===== src/rtl/type_pkg.sv =====
// rtl/type_pkg.sv - core-wide address and data word types
package type_pkg;
    typedef logic [31:0] addr_t;
    typedef logic [31:0] data_t;
endpackage


===== src/rtl/wb_pkg.sv =====
// rtl/wb_pkg.sv - writeback stage enums and load funct3 codes
package wb_pkg;
    typedef enum logic [1:0] {
        SEL_WB_NONE = 2'd0,
        SEL_WB_ALU  = 2'd1,
        SEL_WB_MEM  = 2'd2,
        SEL_WB_PC4  = 2'd3
    } sel_wb_t;

    typedef enum logic {
        WB_IDLE      = 1'b0,
        WB_WAIT_LOAD = 1'b1
    } wb_state_t;

    localparam logic [2:0] F3_LB  = 3'b000;
    localparam logic [2:0] F3_LH  = 3'b001;
    localparam logic [2:0] F3_LW  = 3'b010;
    localparam logic [2:0] F3_LBU = 3'b100;
    localparam logic [2:0] F3_LHU = 3'b101;
endpackage


===== src/rtl/wb_stage_load_extend.sv =====
// rtl/wb_stage_load_extend.sv - load_extend: lane select and sign/zero extension of sub-word loads
module load_extend
    import type_pkg::*;
    import wb_pkg::*;
(
    input  data_t       rdata,
    input  logic [2:0]  funct3,
    input  logic [1:0]  offset,
    output data_t       data
);
    logic [7:0]  lane_b;
    logic [15:0] lane_h;

    always_comb begin
        lane_b = rdata[7:0];
        case (offset)
            2'd0:    lane_b = rdata[7:0];
            2'd1:    lane_b = rdata[15:8];
            2'd2:    lane_b = rdata[23:16];
            default: lane_b = rdata[31:24];
        endcase
        // Halfword lane comes from offset[1] only; misaligned offset[0] is ignored.
        lane_h = offset[1] ? rdata[31:16] : rdata[15:0];

        data = rdata;
        case (funct3)
            F3_LB:   data = {{24{lane_b[7]}}, lane_b};
            F3_LBU:  data = {24'd0, lane_b};
            F3_LH:   data = {{16{lane_h[15]}}, lane_h};
            F3_LHU:  data = {16'd0, lane_h};
            default: data = rdata;
        endcase
    end
endmodule


===== src/rtl/wb_stage.sv =====
// rtl/wb_stage.sv - writeback stage: source select, load wait/extend, registered regfile write
// Optional forwarding/hazard outputs enabled by macro WB_FORWARD_EN.
module wb_stage
    import type_pkg::*;
    import wb_pkg::*;
(
    input  logic        clk,
    input  logic        rst_n,
    input  logic        ex_valid,
    output logic        ex_ready,
    input  data_t       ex_alu_result,
    input  addr_t       ex_pc,
    input  logic [4:0]  ex_rd,
    input  sel_wb_t     ex_sel,
    input  logic [2:0]  ex_funct3,
    input  logic        dmem_rvalid,
    input  data_t       dmem_rdata,
`ifdef WB_FORWARD_EN
    output logic        fwd_valid,
    output logic [4:0]  fwd_rd,
    output data_t       fwd_data,
    output logic        load_pending,
    output logic [4:0]  pending_rd,
`endif
    output logic        rd_we,
    output logic [4:0]  rd_addr,
    output data_t       rd_data
);
    wb_state_t  state, state_next;
    logic [4:0] cap_rd;
    logic [2:0] cap_funct3;
    logic [1:0] cap_offset;
    data_t      load_data;

    load_extend u_load_extend (
        .rdata  (dmem_rdata),
        .funct3 (cap_funct3),
        .offset (cap_offset),
        .data   (load_data)
    );

    assign ex_ready = (state == WB_IDLE);

    always_ff @(posedge clk) begin
        if (!rst_n) state <= WB_IDLE;
        else        state <= state_next;
    end

    always_comb begin
        state_next = state;
        case (state)
            WB_IDLE:      if (ex_valid && ex_sel == SEL_WB_MEM) state_next = WB_WAIT_LOAD;
            WB_WAIT_LOAD: if (dmem_rvalid) state_next = WB_IDLE;
            default:      state_next = WB_IDLE;
        endcase
    end

    // Writes to x0 are suppressed entirely so rd_addr/rd_data keep the last real write.
    always_ff @(posedge clk) begin
        if (!rst_n) begin
            rd_we      <= 1'b0;
            rd_addr    <= 5'd0;
            rd_data    <= '0;
            cap_rd     <= 5'd0;
            cap_funct3 <= 3'd0;
            cap_offset <= 2'd0;
        end else begin
            rd_we <= 1'b0;
            if (state == WB_IDLE && ex_valid) begin
                case (ex_sel)
                    SEL_WB_ALU: if (ex_rd != 5'd0) begin
                        rd_we   <= 1'b1;
                        rd_addr <= ex_rd;
                        rd_data <= ex_alu_result;
                    end
                    SEL_WB_PC4: if (ex_rd != 5'd0) begin
                        rd_we   <= 1'b1;
                        rd_addr <= ex_rd;
                        rd_data <= ex_pc + 32'd4;
                    end
                    SEL_WB_MEM: begin
                        cap_rd     <= ex_rd;
                        cap_funct3 <= ex_funct3;
                        cap_offset <= ex_alu_result[1:0];
                    end
                    default: ;
                endcase
            end else if (state == WB_WAIT_LOAD && dmem_rvalid && cap_rd != 5'd0) begin
                rd_we   <= 1'b1;
                rd_addr <= cap_rd;
                rd_data <= load_data;
            end
        end
    end

`ifdef WB_FORWARD_EN
    assign fwd_valid    = rd_we;
    assign fwd_rd       = rd_addr;
    assign fwd_data     = rd_data;
    assign load_pending = (state == WB_WAIT_LOAD);
    assign pending_rd   = (state == WB_WAIT_LOAD) ? cap_rd : 5'd0;
`endif
endmodule


===== config.mk =====
export PLATFORM = sky130hd
export DESIGN_NAME = wb_stage
export DESIGN_NICKNAME = d
export VERILOG_FILES = /design/src/rtl/type_pkg.sv /design/src/rtl/wb_pkg.sv /design/src/rtl/wb_stage_load_extend.sv /design/src/rtl/wb_stage.sv
export SDC_FILE = /design/constraint.sdc
export NUM_CORES = 1
export LEC_CHECK = 0
export BUFFER_PORTS_ARGS = -buffer_cell sky130_fd_sc_hd__buf_2
export CAP_MARGIN = 5
export CORE_ASPECT_RATIO = 1.4
export CORE_MARGIN = 1.5
export CORE_UTILIZATION = 49
export DETAILED_ROUTE_END_ITERATION = 8
export GPL_TIMING_DRIVEN = 0
export PLACE_DENSITY = 0.81
export SYNTH_ARGS = -nofsm -noshare
export SYNTH_HDL_FRONTEND = slang
export SYNTH_SLANG_ARGS = --single-unit

===== constraint.sdc =====
create_clock -name clk -period 2.05 [get_ports clk]
set_input_delay 0.205 -clock clk [delete_from_list [all_inputs] [get_ports clk]]
set_output_delay 0.205 -clock clk [all_outputs]
set_load 0.005 [all_outputs]

==> impl_summary.log, run 1 <==
[metrics] outcome: finished, final reports clean
[metrics] Routability Congestion: 0.965
[metrics] fillers: 716
[metrics] initial antenna violation count: 0
[metrics] residual overflow from global routing: 0
[metrics] post-synthesis instance area: 3650 sq um
[metrics] cell count of the worst reg-to-reg path: 6
[metrics] average routed wire per standard cell: 19.6 um
[metrics] power per cell area: 500 nW/um^2
[metrics] setup violation total in the final timing report: 0
[metrics] setup repair after global routing missed its margin: yes
[metrics] area added between synthesis and finish: 29.0%
[metrics] area taken by flip-flops and latches: 982 sq um
[metrics] total power after layout: 2.35 mW
[metrics] Reg clk slew, reported paths: 0.10 ns
[metrics] number of rows created at floorplan: 37
[metrics] startpoint class of the critical path: register
[metrics] post-layout instance count excluding filler cells: 761
[metrics] Max Clock Skew: 0.00639 ns
[metrics] floorplan die height: 105 um
[metrics] share of flip-flops with an asynchronous set or reset: 0%
[metrics] setup slack after placement: -0.222 ns
[metrics] final setup margin: 0.0626 ns
[metrics] wire length after detailed routing: 14900 um
[metrics] max-slew headroom at the worst pin: 50.4%
[metrics] count of antenna-violating nets left after detailed routing: 0
[metrics] CTS root buf: sky130_fd_sc_hd__clkbuf_8
[metrics] arrival time reported for the critical path endpoint: 2.20 ns
[metrics] LEAKAGE: 1.95 nW
[metrics] Achievable Freq: 503 MHz
[metrics] Min-Delay Startpoint: ex_funct3[0]
[metrics] placed cell count: 753
[metrics] worst-path cell chain: clkbuf_1, clkbuf_2, buf_2, a21oi_1, o31ai_1, a21oi_1
[metrics] max_cap viols: 0
[metrics] synthesized netlist net count: 619
[metrics] number of pins exceeding their max-slew limit in the final report: 0
[metrics] largest net degree at the start of global routing: 16
[metrics] kind of end point of the critical path: register
[metrics] top-area cell type share of the netlist area: 26.9%
[metrics] data required time at the worst endpoint: 2.26 ns
[metrics] Buf+Inv Stages, Crit Path: 3
[metrics] syn avg cell area: 7.18 sq um
[metrics] endpoint of the lowest-slack register-to-register path: rd_data[5]
[metrics] CP max-delay cell: sky130_fd_sc_hd__clkbuf_1
[metrics] Synth cell types: 61
[metrics] Seq cells post-synth: 49
[metrics] Diodes inserted: 0
[metrics] total CTS buffers: 5
[metrics] worst min-delay path category: input port to register
[metrics] library cell appearing most often on the critical path: sky130_fd_sc_hd__a21oi_1
[metrics] Post-synth EDFFs: 0
[metrics] CTS hold repair buffers: 0
[metrics] final hold vios: 0
[metrics] total non-filler cell area in the finished layout: 4700 sq um
[metrics] highest net fanout along the worst path: 10
[metrics] Clk Latency, worst-skew pair: 0.32 ns
[metrics] maximum count of clock buffers along a single path: 2
[metrics] synth warn: 0
[metrics] Starting Density: 50.2%
[metrics] number of nets in the final layout: 774
[metrics] CORE AREA: 7270 sq um
[metrics] detailed placement HPWL: 11800 um
[metrics] Worst Max-Slew Pin Slew: 0.737 ns
[metrics] violation count after the first detailed-routing iteration: 524
[metrics] share of the yosys chip area belonging to registers: 26.9%
[metrics] post-layout utilization of the core: 64.7%
[metrics] family with the most delay on the worst path: buffers and inverters
[metrics] hold path cells: 3
[metrics] total routing resource utilization after global routing: 36.3%
[metrics] Die Width: 75.9 um
[metrics] Total Die Area: 7970 sq um
[metrics] TritonCTS clock tree: done
[metrics] drc violations: 0
[metrics] number of global-route vias before repair: 4310
[metrics] area of combinational cells with multiple inputs: 2530 sq um
[metrics] most area-hungry cell type in the Yosys netlist: sky130_fd_sc_hd__dfxtp_1
[metrics] router iterations before antenna repair: 7
[metrics] Post-Synthesis Cells: 508
[metrics] via/cell ratio: 6.31
[metrics] beginning of the worst register-to-register path: cap_funct3[1]
[metrics] area of placed instances: 4510 sq um
[metrics] minimum period implied by the final worst setup slack: 1.99 ns
[metrics] ranking of synthesized cells by area: sky130_fd_sc_hd__dfxtp_1 27%, sky130_fd_sc_hd__nand2_1 8.9%, sky130_fd_sc_hd__a21oi_1 5.4%
[metrics] count of boundary I/O pins: 149
[metrics] count of buffers from port buffering: 148
[metrics] worst setup path category: register to register
[metrics] Worst R2R Setup Slack: 0.06 ns
[metrics] H-tree levels: 2
[metrics] Hold Path End: cap_funct3[0]
[metrics] clock net sink count: 49
[metrics] max incr delay on CP: 0.39 ns
[metrics] global-route wire length before repair: 22500 um
[metrics] fraction of final layout cells sized beyond drive strength 1: 32.1%
[metrics] most common cell in the synthesized netlist: sky130_fd_sc_hd__nand2_1
[metrics] maximum vdd drop: 0.336 mV
[metrics] top post-synthesis cells by count: 86 x sky130_fd_sc_hd__nand2_1, 49 x sky130_fd_sc_hd__dfxtp_1, 39 x sky130_fd_sc_hd__a21oi_1, 36 x sky130_fd_sc_hd__nor2_1, 33 x sky130_fd_sc_hd__nand3_1
[metrics] via count of the routed design: 4799
[metrics] portion of the clock cycle consumed by the worst path in the final layout: 96.9%
[metrics] Synth Flop Type: sky130_fd_sc_hd__dfxtp_1
==> sequential cells by signal, indices dropped and copies added, names as in the netlist <==
register and flops:
rd_data 32, cap_rd 5, rd_addr 5, cap_funct3 3
cap_offset 2, rd_we 1, state 1
==> kinds of logic (layout without fill, tap and decap cells) <==
family / count (synthesis) / in the layout / synth area share, %
flops: 49 / 49 / 26.9
buf+inv: 46 / 202 / 5.83
fa+ha+maj: 1 / 1 / 0.343
simple gates: 240 / 240 / 32.4
xor+xnor: 10 / 10 / 2.40
compound gates: 152 / 152 / 28.8
mux: 10 / 10 / 3.33
==> how the worst max path moves through the flow <==
stage | slack, ns | cells past startpoint | from | endpoint
after detailed placement | -0.22 | 7 | cap_offset[1] | rd_data[3]
after CTS | 0.01 | 6 | cap_rd[2] | rd_data[21]
after global placement | -0.20 | 5 | state | cap_funct3[0]
final | 0.06 | 6 | cap_funct3[1] | rd_data[5]
after global routing | -0.02 | 6 | cap_funct3[1] | rd_data[5]
after floorplan | 0.19 | 6 | ex_pc[2] | rd_data[30]
==> final cells by class <==
type                    count  area share, %
inverters                  10          0.798
multi-input cells         413           53.8
clock inverters             3          0.372
repair buffers            149           15.9
flip-flops and latches     49           20.9
well taps                  97           2.58
clock buffers               5           1.46
plain buffers              35           4.18
==> report_power, final <==
part           internal (mW)  switching [mW]  leakage [nW]  total [mW]
clock network          0.237           0.365        0.0439       0.602
registers               1.01          0.0389         0.402        1.05
logic                  0.287           0.413          1.50       0.700
==> worst register-to-register path, stage by stage, from the launching register on <==
cell                       delay (ns)
sky130_fd_sc_hd__dfxtp_1         0.34
sky130_fd_sc_hd__clkbuf_1        0.39
sky130_fd_sc_hd__clkbuf_2        0.33
sky130_fd_sc_hd__buf_2           0.26
sky130_fd_sc_hd__a21oi_1         0.12
sky130_fd_sc_hd__o31ai_1         0.33
sky130_fd_sc_hd__a21oi_1         0.11
==> per-stage QoR <==
stage	hold slack, ns	setup TNS [ns]
3_5_place_dp	0.429	-6.19
6_report	0.111	0
5_1_grt	0.127	-0.0416
2_1_floorplan	0.341	0
4_1_cts	0.112	0
3_3_place_gp	0.434	-5.32
==> what timing repair did <==
item / 4_1_cts / 5_1_grt
gates resized for setup: 15 / 23
setup endpoints to repair: 45 / 35
hold endpoints to repair: 0 / 0
pin swaps: 1 / 1
buffers inserted: 1 / 0
==> per-layer routing <==
layer / vias up / global-route usage (%) / share of wire, %
li1: 2214 / - / -
met1: 2216 / 42.8 / 37
met2: 311 / 63.6 / 49
met3: 58 / 4.10 / 7.9
met4: 0 / 20.4 / 6.3
met5: - / 0 / 0
==> cell usage in the layout (no fill, tap or decap), types with 6 or more instances in the layout <==
cell type / count
sky130_fd_sc_hd__a211oi_1: 14
sky130_fd_sc_hd__a21oi_1: 39
sky130_fd_sc_hd__a311oi_1: 6
sky130_fd_sc_hd__a31oi_1: 7
sky130_fd_sc_hd__and3_1: 8
sky130_fd_sc_hd__buf_2: 151
sky130_fd_sc_hd__clkbuf_1: 15
sky130_fd_sc_hd__clkbuf_2: 7
sky130_fd_sc_hd__dfxtp_1: 48
sky130_fd_sc_hd__inv_1: 10
sky130_fd_sc_hd__mux2_2: 7
sky130_fd_sc_hd__nand2_1: 86
sky130_fd_sc_hd__nand2b_1: 9
sky130_fd_sc_hd__nand3_1: 32
sky130_fd_sc_hd__nand4_1: 6
sky130_fd_sc_hd__nor2_1: 35
sky130_fd_sc_hd__nor3_1: 13
sky130_fd_sc_hd__nor4_1: 11
sky130_fd_sc_hd__o21ai_0: 25
sky130_fd_sc_hd__o31ai_1: 14
sky130_fd_sc_hd__or3_1: 6
sky130_fd_sc_hd__or4_1: 8
No activity file was read; power rests on OpenSTA's default activity.
==> run 2, diff against run 1 <==
--- a/config.mk
+++ b/config.mk
@@ -8,11 +8,12 @@
 export BUFFER_PORTS_ARGS = -buffer_cell sky130_fd_sc_hd__buf_2
 export CAP_MARGIN = 5
 export CORE_ASPECT_RATIO = 1.4
-export CORE_MARGIN = 1.5
-export CORE_UTILIZATION = 49
+export CORE_MARGIN = 2
+export CORE_UTILIZATION = 50
 export DETAILED_ROUTE_END_ITERATION = 8
 export GPL_TIMING_DRIVEN = 0
-export PLACE_DENSITY = 0.81
+export PLACE_DENSITY = 0.89
 export SYNTH_ARGS = -nofsm -noshare
 export SYNTH_HDL_FRONTEND = slang
+export SYNTH_HIERARCHICAL = 1
 export SYNTH_SLANG_ARGS = --single-unit
==> run 2 against run 1 <==
Against the previous run: the run now ends with setup timing left; die area up 7.5%; register-to-register slack lost 0.08 ns; critical endpoint is now rd_data[31]; synthesized area up 7.4%; core utilization increased by 1.9 points; sequential cell count is the same.
==> impl_summary.log, run 2 <==
[metrics] outcome: finished, violations left
[metrics] violations in the final reports: setup timing
[metrics] startpoint class of the critical path: register
[metrics] top post-synthesis cells by count: 74 x sky130_fd_sc_hd__nand2_1, 57 x sky130_fd_sc_hd__nor2_1, 49 x sky130_fd_sc_hd__dfxtp_1, 45 x sky130_fd_sc_hd__a21oi_1, 29 x sky130_fd_sc_hd__o21ai_0
[metrics] placed cell count: 769
[metrics] via count of the routed design: 5053
[metrics] max_cap viols: 0
[metrics] most common cell after layout, fill and taps aside: sky130_fd_sc_hd__buf_2
[metrics] post-layout utilization of the core: 66.6%
[metrics] Total Die Area: 8570 sq um
[metrics] highest net fanout along the worst path: 4
[metrics] wire length after detailed routing: 15700 um
[metrics] number of pins exceeding their max-slew limit in the final report: 0
[metrics] setup repair after global routing missed its margin: yes
[metrics] final hold vios: 0
[metrics] Clk Latency, worst-skew pair: 0.31 ns
[metrics] final setup margin: -0.0141 ns
[metrics] detailed placement HPWL: 12100 um
[metrics] Synth cell types: 66
[metrics] global-route wire length before repair: 23500 um
[metrics] via/cell ratio: 6.36
[metrics] data required time at the worst endpoint: 2.31 ns
[metrics] ranking of synthesized cells by area: sky130_fd_sc_hd__dfxtp_1 25%, sky130_fd_sc_hd__nand2_1 7.1%, sky130_fd_sc_hd__a21oi_1 5.7%
[metrics] commonest non-fill, non-tap cells in the layout: 154 x sky130_fd_sc_hd__buf_2, 74 x sky130_fd_sc_hd__nand2_1, 57 x sky130_fd_sc_hd__nor2_1
[metrics] register containing the most flip-flops in the final layout: rd_data
[metrics] worst min-delay path category: input port to register
[metrics] syn avg cell area: 7.52 sq um
[metrics] Post-synth EDFFs: 0
[metrics] count of boundary I/O pins: 149
[metrics] number of nets in the final layout: 804
[metrics] minimum period implied by the final worst setup slack: 2.06 ns
[metrics] CORE AREA: 7650 sq um
[metrics] most area-hungry cell type in the Yosys netlist: sky130_fd_sc_hd__dfxtp_1
[metrics] kind of end point of the critical path: register
[metrics] portion of the clock cycle consumed by the worst path in the final layout: 101%
[metrics] residual overflow from global routing: 0
[metrics] top-area cell type share of the netlist area: 25.0%
[metrics] Worst Max-Slew Pin Slew: 0.861 ns
[metrics] Max Clock Skew: 0.00900 ns
[metrics] setup slack after placement: -0.311 ns
[metrics] post-layout instance count excluding filler cells: 794
[metrics] total CTS buffers: 5
[metrics] Synth Flop Type: sky130_fd_sc_hd__dfxtp_1
[metrics] H-tree levels: 2
[metrics] floorplan die height: 109 um
[metrics] power per cell area: 500 nW/um^2
[metrics] TritonCTS clock tree: done
[metrics] router iterations before antenna repair: 5
[metrics] Routability Congestion: 0.986
[metrics] fraction of final layout cells sized beyond drive strength 1: 33.6%
[metrics] worst setup path category: register to register
[metrics] Diodes inserted: 0
[metrics] maximum vdd drop: 0.295 mV
[metrics] maximum count of clock buffers along a single path: 2
[metrics] violation count after the first detailed-routing iteration: 575
[metrics] Starting Density: 51.2%
[metrics] Seq cells post-synth: 49
[metrics] initial antenna violation count: 0
[metrics] synthesized netlist net count: 632
[metrics] number of rows created at floorplan: 38
[metrics] max-slew headroom at the worst pin: 42.1%
[metrics] most common cell in the synthesized netlist: sky130_fd_sc_hd__nand2_1
[metrics] LEAKAGE: 2.15 nW
[metrics] CTS root buf: sky130_fd_sc_hd__clkbuf_8
[metrics] largest net degree at the start of global routing: 20
[metrics] synth warn: 6
[metrics] setup violation total in the final timing report: 1
[metrics] Largest register FFs: 32
[metrics] count of buffers from port buffering: 148
[metrics] share of the yosys chip area belonging to registers: 25.0%
[metrics] drc violations: 0
[metrics] Post-Synthesis Cells: 521
[metrics] total routing resource utilization after global routing: 35.0%
[metrics] number of global-route vias before repair: 4676
[metrics] arrival time reported for the critical path endpoint: 2.33 ns
[metrics] Achievable Freq: 484 MHz
[metrics] clock net sink count: 49
[metrics] share of flip-flops with an asynchronous set or reset: 0%
[metrics] area added between synthesis and finish: 30.2%
[metrics] Die Width: 78.8 um
[metrics] count of antenna-violating nets left after detailed routing: 0
[metrics] post-synthesis instance area: 3920 sq um
[metrics] average routed wire per standard cell: 19.7 um
[metrics] Reg clk slew, reported paths: 0.11 ns
[metrics] largest registers: rd_data x32, cap_rd x5, rd_addr x5
run 2: changes by cell type in the layout (fill, tap and decap cells not counted), moves of 9 or more:
cell	change
sky130_fd_sc_hd__buf_4	+17
sky130_fd_sc_hd__nand3_1	-19
sky130_fd_sc_hd__a211oi_1	-9
sky130_fd_sc_hd__o22ai_1	+15
sky130_fd_sc_hd__o31ai_1	-12
sky130_fd_sc_hd__nand2_1	-12
sky130_fd_sc_hd__nor2_1	+22
run 2: metrics by stage:
stage	instance area, sq um	TNS, ns	power (mW)	hold slack, ns
after floorplan	3920	0	1.51	0.341
after global placement	4780	-2.44	1.85	0.436
after detailed placement	4780	-3.61	1.87	0.439
after CTS	4980	0	2.49	0.114
after global routing	5100	-0.251	2.65	0.123
final	5100	-0.0141	2.55	0.109
run 2: path summary, 6_finish.rpt:
kind	cells past startpoint	end	slack, ns	start
worst max-delay path	10	rd_data[31]	-0.01	cap_rd[0]
worst min-delay path	3	cap_funct3[0]	0.11	ex_funct3[0]
worst max register to register	10	rd_data[31]	-0.01	cap_rd[0]
worst min register to register	2	rd_data[3]	0.46	rd_data[3]
run 2: worst max-delay path, stage by stage, from the launching register on:
cell and delay, ns:
sky130_fd_sc_hd__dfxtp_2 0.35, sky130_fd_sc_hd__or4_4 0.54, sky130_fd_sc_hd__o211ai_1 0.20, sky130_fd_sc_hd__buf_4 0.17, sky130_fd_sc_hd__buf_4 0.11, sky130_fd_sc_hd__buf_4 0.09
sky130_fd_sc_hd__buf_4 0.09, sky130_fd_sc_hd__buf_4 0.10, sky130_fd_sc_hd__nand3_2 0.08, sky130_fd_sc_hd__a21oi_2 0.18, sky130_fd_sc_hd__a221o_1 0.13
run 2: area by class of cell:
cell class	instances	area, sq um
clock inverter	3	26.3
multi-input combinational	417	2710
buffer	38	239
tap	100	125
timing repair buffer	166	880
sequential	49	988
clock buffer	5	68.8
inverter	16	62.6
fill	726	2550
run 2: power by group:
| part | switching, mW | total (mW) | internal, mW |
|---|---|---|---|
| logic | 0.492 | 0.868 | 0.375 |
| clock network | 0.377 | 0.626 | 0.249 |
| registers | 0.0439 | 1.06 | 1.01 |
run 2: cell families (layout without fill, tap and decap cells):
logic type	after synthesis	in the layout	share of synthesized area, %
adder cells (fa/ha/maj)	1	1	0.319
flip-flops	49	49	25.0
AND/OR/NAND/NOR	206	207	25.0
AO/OA/AOI/OAI	178	178	31.8
buffers and inverters	56	228	7.28
multiplexers	14	14	6.74
XOR/XNOR	17	17	3.80
run 2: layer usage:
metal / up-vias / share of wire (%) / track usage (%)
met1: 2336 / 35 / 39.5
met5: - / 0 / 0
met2: 332 / 51 / 63.7
li1: 2312 / - / -
met4: 0 / 4.7 / 18.6
met3: 73 / 8.4 / 4.39
run 2: what timing repair did:
| item | CTS | global route |
|---|---|---|
| endpoints found under the setup margin | 37 | 47 |
| pin swaps | 2 | 10 |
| buffers inserted | 11 | 7 |
| hold buffers | 0 | 0 |
| endpoints found under the hold margin | 0 | 0 |
| cloned | 0 | 1 |
| resized for setup | 10 | 32 |
